<file path="src/rtl/conv3x3_stream_engine.sv">
// ============================================================================
// Module      : conv3x3_stream_engine
// Description : Streaming 3x3 convolution over a raster pixel stream. Two
//               line buffers plus a 3x3 shift window feed a signed MAC
//               stage, an arithmetic right shift and an output register.
//               Latency is 3 enabled cycles. The whole pipeline stalls
//               together on downstream backpressure.
// Ports       : clk, rst (async, active-high)
//               cfg_img_width, cfg_shift, flat_weights - sampled on s_sof
//               s_valid/s_ready/s_sof/s_data          - pixel input stream
//               m_valid/m_ready/m_data/m_eol          - result output stream
// Options     : CONV_OUT_SATURATE_EN - clamp result to [0, 2^OUT_WIDTH-1]
//               instead of truncating to OUT_WIDTH bits.
// Revision    : 1.0 - initial release
// ============================================================================
`default_nettype none

module conv3x3_stream_engine #(
  parameter int DATA_WIDTH    = 8,
  parameter int MAX_IMG_WIDTH = 64,
  parameter int ACC_WIDTH     = 32,
  parameter int OUT_WIDTH     = 8
) (
  input  logic                                 clk,
  input  logic                                 rst,
  input  logic [$clog2(MAX_IMG_WIDTH+1)-1:0]   cfg_img_width,
  input  logic [4:0]                           cfg_shift,
  input  logic [9*DATA_WIDTH-1:0]              flat_weights,
  input  logic                                 s_valid,
  output logic                                 s_ready,
  input  logic                                 s_sof,
  input  logic [DATA_WIDTH-1:0]                s_data,
  output logic                                 m_valid,
  input  logic                                 m_ready,
  output logic [OUT_WIDTH-1:0]                 m_data,
  output logic                                 m_eol
);

  localparam int CW = $clog2(MAX_IMG_WIDTH + 1);
  localparam int AW = (MAX_IMG_WIDTH > 1) ? $clog2(MAX_IMG_WIDTH) : 1;

  localparam logic [1:0] S_IDLE = 2'd0;
  localparam logic [1:0] S_FILL = 2'd1;
  localparam logic [1:0] S_RUN  = 2'd2;

  logic [1:0]                    state_q, state_d;
  logic [CW-1:0]                 col_q, col_d;
  logic [1:0]                    row_q, row_d;   // saturates at 2: only row>=2 matters
  logic [CW-1:0]                 width_q;
  logic [4:0]                    shift_q;
  logic [9*DATA_WIDTH-1:0]       weights_q;

  logic [DATA_WIDTH-1:0]         lb0_q [MAX_IMG_WIDTH];  // previous line
  logic [DATA_WIDTH-1:0]         lb1_q [MAX_IMG_WIDTH];  // line before that
  logic [DATA_WIDTH-1:0]         win_q [3][3];           // [row][col], col 2 newest

  logic                          v1_q, eol1_q, v2_q, eol2_q;
  logic signed [ACC_WIDTH-1:0]   sum2_q;
  logic [4:0]                    shift2_q;
  logic                          m_valid_q, m_eol_q;
  logic [OUT_WIDTH-1:0]          m_data_q;

  logic                          w_en, w_accept, w_sof, w_active, w_last_col, w_fire;
  logic [CW-1:0]                 w_width, w_pos_col;
  logic [1:0]                    w_pos_row;
  logic [AW-1:0]                 w_addr;
  logic [DATA_WIDTH-1:0]         w_lb0_rd, w_lb1_rd;
  logic signed [ACC_WIDTH-1:0]   w_px, w_wt, w_sum, w_res;
  logic [OUT_WIDTH-1:0]          w_out;

  assign w_en     = !m_valid_q || m_ready;
  assign s_ready  = w_en;
  assign w_accept = s_valid && w_en;
  assign w_sof    = w_accept && s_sof;
  // Pixels outside a frame (IDLE, no sof) are consumed but ignored.
  assign w_active = w_sof || (w_accept && (state_q != S_IDLE));

  // A sof pixel sits at (0,0) and uses the freshly presented width.
  assign w_width    = s_sof ? cfg_img_width : width_q;
  assign w_pos_col  = s_sof ? '0 : col_q;
  assign w_pos_row  = s_sof ? 2'd0 : row_q;
  assign w_last_col = (w_pos_col == (w_width - CW'(1)));
  assign w_addr     = w_pos_col[AW-1:0];
  assign w_lb0_rd   = lb0_q[w_addr];
  assign w_lb1_rd   = lb1_q[w_addr];

  // RUN implies width>=3, so stale line-buffer contents never reach a valid window.
  assign w_fire = w_active && !s_sof && (state_q == S_RUN) &&
                  (row_q == 2'd2) && (col_q >= CW'(2));

  always_comb begin
    state_d = state_q;
    col_d   = col_q;
    row_d   = row_q;
    if (w_active) begin
      col_d = w_last_col ? '0 : (w_pos_col + CW'(1));
      row_d = (w_last_col && (w_pos_row != 2'd2)) ? (w_pos_row + 2'd1) : w_pos_row;
      if (w_sof) begin
        state_d = S_FILL;
      end else if ((state_q == S_FILL) && (row_q == 2'd2) && (col_q == '0) &&
                   (width_q >= CW'(3))) begin
        state_d = S_RUN;
      end
    end
  end

  // Signed MAC over the window; pixels zero-extended, weights sign-extended.
  always_comb begin
    w_sum = '0;
    w_px  = '0;
    w_wt  = '0;
    for (int i = 0; i < 3; i++) begin
      for (int j = 0; j < 3; j++) begin
        w_px  = {{(ACC_WIDTH-DATA_WIDTH){1'b0}}, win_q[i][j]};
        w_wt  = {{(ACC_WIDTH-DATA_WIDTH){weights_q[(i*3+j)*DATA_WIDTH + DATA_WIDTH-1]}},
                 weights_q[(i*3+j)*DATA_WIDTH +: DATA_WIDTH]};
        w_sum = w_sum + (w_px * w_wt);
      end
    end
  end

  assign w_res = sum2_q >>> shift2_q;

`ifdef CONV_OUT_SATURATE_EN
  localparam logic signed [ACC_WIDTH-1:0] OUT_MAX = ACC_WIDTH'((64'd1 << OUT_WIDTH) - 64'd1);
  always_comb begin
    if (w_res < 0)            w_out = '0;
    else if (w_res > OUT_MAX) w_out = '1;
    else                      w_out = OUT_WIDTH'(w_res);
  end
`else
  assign w_out = OUT_WIDTH'(w_res);
`endif

  // Datapath storage without reset; validity is tracked by the reset flops.
  always_ff @(posedge clk) begin
    if (w_active) begin
      lb0_q[w_addr] <= s_data;
      lb1_q[w_addr] <= w_lb0_rd;
      for (int r = 0; r < 3; r++) begin
        win_q[r][0] <= win_q[r][1];
        win_q[r][1] <= win_q[r][2];
      end
      win_q[0][2] <= w_lb1_rd;
      win_q[1][2] <= w_lb0_rd;
      win_q[2][2] <= s_data;
    end
    if (w_en) begin
      eol1_q   <= w_last_col;
      eol2_q   <= eol1_q;
      sum2_q   <= w_sum;
      // Shift travels with the data so a new frame's shift cannot hit old results.
      shift2_q <= shift_q;
    end
  end

  always_ff @(posedge clk or posedge rst) begin
    if (rst) begin
      state_q   <= S_IDLE;
      col_q     <= '0;
      row_q     <= '0;
      width_q   <= '0;
      shift_q   <= '0;
      weights_q <= '0;
      v1_q      <= 1'b0;
      v2_q      <= 1'b0;
      m_valid_q <= 1'b0;
      m_data_q  <= '0;
      m_eol_q   <= 1'b0;
    end else begin
      state_q <= state_d;
      col_q   <= col_d;
      row_q   <= row_d;
      if (w_sof) begin
        width_q   <= cfg_img_width;
        shift_q   <= cfg_shift;
        weights_q <= flat_weights;
      end
      if (w_en) begin
        v1_q      <= w_fire;
        v2_q      <= v1_q;
        m_valid_q <= v2_q;
        if (v2_q) begin
          m_data_q <= w_out;
          m_eol_q  <= eol2_q;
        end
      end
    end
  end

  assign m_valid = m_valid_q;
  assign m_data  = m_data_q;
  assign m_eol   = m_eol_q;

endmodule

`default_nettype wire

</file>
<file path="config.mk">
export PLATFORM = sky130hd
export DESIGN_NAME = conv3x3_stream_engine
export DESIGN_NICKNAME = d
export VERILOG_FILES = /design/src/rtl/conv3x3_stream_engine.sv
export SDC_FILE = /design/constraint.sdc
export NUM_CORES = 2
export LEC_CHECK = 0
export ABC_CLOCK_PERIOD_IN_PS = 11840
export BUFFER_PORTS_ARGS = -buffer_cell sky130_fd_sc_hd__buf_2
export CAP_MARGIN = 10
export CELL_PAD_IN_SITES_DETAIL_PLACEMENT = 0
export CELL_PAD_IN_SITES_GLOBAL_PLACEMENT = 2
export CORE_ASPECT_RATIO = 0.5
export CORE_UTILIZATION = 50
export CTS_CLUSTER_SIZE = 14
export DETAILED_ROUTE_END_ITERATION = 6
export PLACE_DENSITY = 0.92
export SYNTH_ARGS = -nofsm -noshare
export SYNTH_HDL_FRONTEND = slang
export SYNTH_SLANG_ARGS = --single-unit
export TNS_END_PERCENT = 30
</file>
<file path="constraint.sdc">
create_clock -name clk -period 11.84 [get_ports clk]
set_clock_uncertainty 0.1 [all_clocks]
set_input_delay 0.592 -clock clk [delete_from_list [all_inputs] [get_ports clk]]
set_output_delay 0.592 -clock clk [all_outputs]
set_load 0.01 [all_outputs]
</file>
Word-level counts from Yosys, hierarchy flattened --
Memories as Yosys holds them, arrays and structs flattened. Index checks and enable logic that the tools add are counted. Widths: inputs -> output; s select.
Word-level totals: register bits 146, bits in latches 0, memory bits (writable) 1096, memory bits (read-only) 0, input port bits 97, output and inout bits 11, word-level logic and storage cells 75, memories 3
Cells by class: add/subtract/negate cells 11, multiply operators 9, divide/modulo/power cells 0, order comparisons 2, eq/ne operators 5, shift operators 1, multiplexer cells 9, bitwise operators 0, reduce and logical (&&, ||, !) cells 20
Memory list:
- lb0_q | words 64, width 8, read ports 1, clocked after memory_dff 0, write ports 1, RTL line 53 | logic [DATA_WIDTH-1:0] lb0_q [MAX_IMG_WIDTH];
- lb1_q | words 64, width 8, read ports 1, clocked after memory_dff 0, write ports 1, RTL line 54 | logic [DATA_WIDTH-1:0] lb1_q [MAX_IMG_WIDTH];
- win_q | words 3, width 24, read ports 3, clocked after memory_dff 0, write ports 3, RTL line 55 | logic [DATA_WIDTH-1:0] win_q [3][3];
Operators by type and width (count):
- $mul 9x8->17 | 9
- $sshr 32x5->8 | 1
- $add 24x17->25 | 1
- $add 23x17->24 | 1
- $add 22x17->23 | 1
- $add 21x17->22 | 1
- $add 20x17->21 | 1
- $mux 7 | 3
- $add 19x17->20 | 1
- $add 18x17->19 | 1
- $add 17x17->18 | 1
- $ge 7x2->1 const B | 2
- $logic_and 1x1->1 | 11
- $mux 2 | 4
- $add 7x1->7 const B | 1
- $eq 7x7->1 | 1
- $logic_not 7->1 | 1
- $sub 7x1->7 const B | 1
- $eq 2x2->1 const B | 2
- $reduce_and 2->1 | 2
- $reduce_bool 2->1 | 2
- $add 2x1->2 const B | 1
- $eq 2x1->1 const B | 1
- $logic_not 1->1 | 2
- 3 further kinds | 5

Longest topological paths before layout --
An unclocked memory read counts as a cell.
word-level depth 10, depth in mapped cells 28, depth with buffers taken out 27

Worst setup path before layout --
OpenSTA, ideal clock, no wires.
path type register to register, from register weights_q[47], to register sum2_q[30], data pin, setup time 0.264 ns, arrival 7.546 ns, data required time 11.476 ns, path slack 3.931 ns, stages on the path, launching flop included 26, path buffers 0, clock period less this slack 7.909 ns, path through dfrtp_1 -> inv_1 -> nor2_1 -> fa_1 -> inv_1 -> fa_1 -> inv_1 -> fa_1 -> inv_1 -> fa_1 -> inv_1 -> fa_1 -> fa_1 -> inv_1 -> fa_1 -> fa_1 -> fa_1 -> inv_1 -> fa_1 -> ha_1 -> o211ai_1 -> o21ai_0 -> o211ai_1 -> a2111oi_0 -> o22ai_1 -> xor2_1
Between the ends: longest elaborated chain between the ends 5
Ends and longest elaborated chain:
- start, declared | RTL line 51 | logic [9*DATA_WIDTH-1:0] weights_q;
- start signal, assigned | RTL line 177 | weights_q <= flat_weights;
- $mul 9x8->17 | RTL line 117 | w_sum = w_sum + (w_px * w_wt);
- $add 21x17->22 | RTL line 117
- $add 22x17->23 | RTL line 117
- $add 23x17->24 | RTL line 117
- $add 24x17->25 | RTL line 117
- net w_sum[24] | RTL line 68 | logic signed [ACC_WIDTH-1:0] w_px, w_wt, w_sum, w_res;
- end signal, assigned | RTL line 151 | sum2_q <= w_sum;
- end, declared | RTL line 58 | logic signed [ACC_WIDTH-1:0] sum2_q;
The timed path passes the listed nets, and every way through them passes these cells. A chain may end at the register's enable or synchronous reset.

Worst setup path in the final report --
Same ends and word-level chain as after synthesis.

==> results.py <==
metrics = {
    "finish": {
        "fill_cells": 11200,
        "drive_gt1_frac": 0.116,
        "seq_area_um2": 36600,
        "area_delta_synth_final_pct": 10.1,
        "nets": 6349,
        "multi_input_area_um2": 30100,
    },
    "cts": {
        "cts_buffers": 108,
        "cts_sinks": 1235,
        "cts_resized": 0,
        "clock-root-buffer": "clkbuf_16",
        "clk_transition_reported_paths_ns": 0.07,
        "tritoncts": "built",
        "cts_max_level": 3,
        "clock_latency_ns": 0.78,
        "clk_path_buf_depth": 3,
    },
    "detailed_routing": {
        "ant_nets": 0,
        "drt_wl_total_um": 217000,
        "wire_per_inst_um": 29.7,
        "firstDrtPassIters": 7,
        "num_vias": 44100,
        "viasPerCell": 6.04,
        "drc": 12,
        "drtIter0Drc": 5714,
    },
    "sta": {
        "rsz0062_at_grt": "false",
        "hold_viol": 0,
        "fin_crit_ns": 8.74,
        "tns_ns": 0,
        "slew_headroom": 0.179,
        "worstMarginPinSlew_ns": 1.22,
        "finalSetupViolCount": 0,
        "period_share": 0.738,
        "clock.fmax_mhz": 114,
        "slew_viol_final": 0,
    },
    "critical_path": {
        "worstSetupStartpoint": "weights_q[47]$_DFFE_PP0P_",
        "cp-end-kind": "flop",
        "cp.required_ns": 12.19,
        "worstPathArrival_ns": 9.09,
        "cp-start-kind": "flop",
        "cp_max_fo": 7,
        "r2r-end": "sum2_q[30]$_DFFE_PN_",
        "worst-setup-path-type": "flop to flop",
        "r2r_setup_slack_ns": 3.10,
        "r2r_cells": 25,
        "endpoint": "sum2_q[30]$_DFFE_PN_",
        "r2r-start": "weights_q[47]$_DFFE_PP0P_",
    },
    "synth": {
        "yosys_warnings": 0,
        "synth_area_um2": 70300,
        "synthCells": 5135,
        "synth_seq_area_share": 0.520,
        "synth_edf_count": 1128,
        "synthFlopType": "edfxtp_1",
        "syn_area_per_cell_um2": 13.7,
        "syn_nets": 6115,
        "synth_area_leaders": "edfxtp_1 48%, fa_1 16%, ha_1 5.4%, inv_1 4.0%, dfrtp_1 3.8%",
        "ys_async_sr_fraction": 0.0866,
        "synth_cell_types": 91,
        "synth_area_leader_cell": "edfxtp_1",
        "ys_ff_latch": 1235,
        "synth_top_cell_area_share": 0.482,
    },
    "outcome": {
        "outcome": "complete, but fails checks",
        "violations": "DRC",
    },
    "floorplan": {
        "die_y_um": 267,
        "die_area_um2": 142000,
        "initial_core_util": 0.508,
        "fp.dieW_um": 532,
        "num_rows": 96,
        "pin_count": 108,
        "coreArea_um2": 138000,
    },
    "grt": {
        "grt_antenna_before_repair": 12,
        "globalRoute.totalOverflow": 0,
        "grt_usage": 0.308,
        "grt_pass1_wl_um": 315000,
        "grt_pass1_vias": 45200,
        "grt_max_degree": 112,
    },
    "min_path": {
        "hold_class": "primary input to flop",
    },
    "run": {
        "cap_violations": 0,
    },
    "placement": {
        "post-dp-hpwl_um": 149000,
        "gp_congestion": 0.948,
        "port_buffers": 107,
    },
}
## what timing repair did
| item | 4_1_cts | 5_1_grt |
|---|---|---|
| endpoints found under the hold margin | 118 | 0 |
| hold buffers | 62 | 0 |
| setup buffers | 0 | 0 |
## logic make-up (layout without fill, tap and decap cells)
logic type | Yosys count | count (layout) | synth area share
AO/OA/AOI/OAI | 689 | 689 | 0.0716
adder cells (fa/ha/maj) | 883 | 883 | 0.219
multiplexers | 339 | 339 | 0.0574
other | 0 | 2 | 0
AND/OR/NAND/NOR | 1017 | 1017 | 0.0744
buffers and inverters | 944 | 1244 | 0.0539
XOR/XNOR | 28 | 28 | 0.00349
flip-flops | 1235 | 1235 | 0.520
## area by class of cell
type                    instances  share of cell area
flip-flops and latches       1235               0.473
multi-input cells            2956               0.389
clock buffers                 141              0.0371
inverters                     748              0.0364
repair buffers                320              0.0304
well taps                    1862              0.0301
clock inverters                35             0.00456
diodes                          2           0.0000647
## worst min path at each step
stage / cells past startpoint / from / end / slack, ns
after floorplan: 0 / eol1_q$_DFFE_PN_ / eol2_q$_DFFE_PN_ / 0.30
after global placement: 0 / eol1_q$_DFFE_PN_ / eol2_q$_DFFE_PN_ / 0.31
after detailed placement: 0 / eol1_q$_DFFE_PN_ / eol2_q$_DFFE_PN_ / 0.32
after CTS: 2 / flat_weights[12] / weights_q[12]$_DFFE_PP0P_ / 0.0006
after global routing: 2 / flat_weights[52] / weights_q[52]$_DFFE_PP0P_ / 0.02
final: 2 / flat_weights[52] / weights_q[52]$_DFFE_PP0P_ / 0.03
## flip-flops by register name, summed over array words and instances, names as in the netlist
name       cells
eol1_q         1
col_q          7
lb0_q        512
v1_q           1
state_q        2
m_eol          1
width_q        7
m_data         8
m_valid        1
v2_q           1
row_q          2
weights_q     72
sum2_q        25
lb1_q        512
eol2_q         1
shift2_q       5
win_q         72
shift_q        5
## routing by layer
| layer | vias to the layer above | part of all wire | GRT usage |
|---|---|---|---|
| met5 | - | 0.00034 | 0 |
| met4 | 10 | 0.047 | 0.120 |
| met3 | 547 | 0.12 | 0.0709 |
| met2 | 2664 | 0.44 | 0.478 |
| met1 | 22400 | 0.39 | 0.425 |
| li1 | 18400 | - | - |
## cells in the mapped netlist, types with 17 or more instances
master,number
xnor2_1,17
inv_1,745
o21ai_0,77
nor2b_1,32
mux4_2,36
dfrtp_1,107
mux2i_1,158
clkbuf_1,93
o211ai_1,19
nand2b_1,34
buf_2,68
nor3_1,21
a222oi_1,21
nor2_1,200
a21oi_1,104
mux2_2,141
ha_1,306
o221ai_1,19
edfxtp_1,1128
fa_1,577
nand3_1,20
a22oi_1,129
a211oi_1,20
nand2_1,279
o22ai_1,53
a22o_1,51
and2_1,347
a221oi_1,54
## critical path, stage by stage, from the launching register on
cell and delay, ns:
dfrtp_1 0.47, inv_1 0.24, nor2_1 0.11, fa_1 0.54, inv_1 0.06, fa_1 0.53, inv_1 0.05, fa_1 0.51
inv_1 0.07, fa_1 0.54, inv_1 0.06, fa_1 0.48, fa_1 0.56, inv_1 0.05, fa_1 0.51, fa_1 0.45
fa_1 0.50, inv_1 0.06, fa_1 0.43, ha_1 0.34, o211ai_1 0.10, o21ai_0 0.40, o211ai_1 0.21, a2111oi_0 0.70
o22ai_1 0.22, xor2_1 0.17
## metrics by stage
step	setup slack, ns	hold slack (ns)	utilization	instances	instance area, um2
after floorplan	3.93	0.300	-	5135	70300
after global placement	3.10	0.308	0.531	7057	73500
after detailed placement	3.04	0.317	0.531	7058	73500
after CTS	3.04	0.000630	0.559	7296	77300
after global routing	2.44	0.0227	0.559	7297	77300
final	3.10	0.0327	0.559	7299	77300
## layout by cell type, fill, tap and decap left out, types with 17 or more instances in the layout
master and n:
a211oi_1 20, a21oi_1 104, a221oi_1 54, a222oi_1 21
a22o_1 51, a22oi_1 129, and2_1 346, buf_2 106
buf_4 148, clkbuf_1 30, clkbuf_16 109, dfrtp_1 104
dlygate4sd3_1 62, edfxtp_1 1128, fa_1 577, ha_1 306
inv_1 743, mux2_2 141, mux2i_1 158, mux4_2 36
nand2_1 278, nand2b_1 31, nand3_1 20, nor2_1 195
nor2b_1 27, nor3_1 21, o211ai_1 19, o21ai_0 77
o221ai_1 19, o22ai_1 53, xnor2_1 17
Power is not shown: default switching activity piles up to over one toggle a cycle in this logic, so the estimate is an artifact.
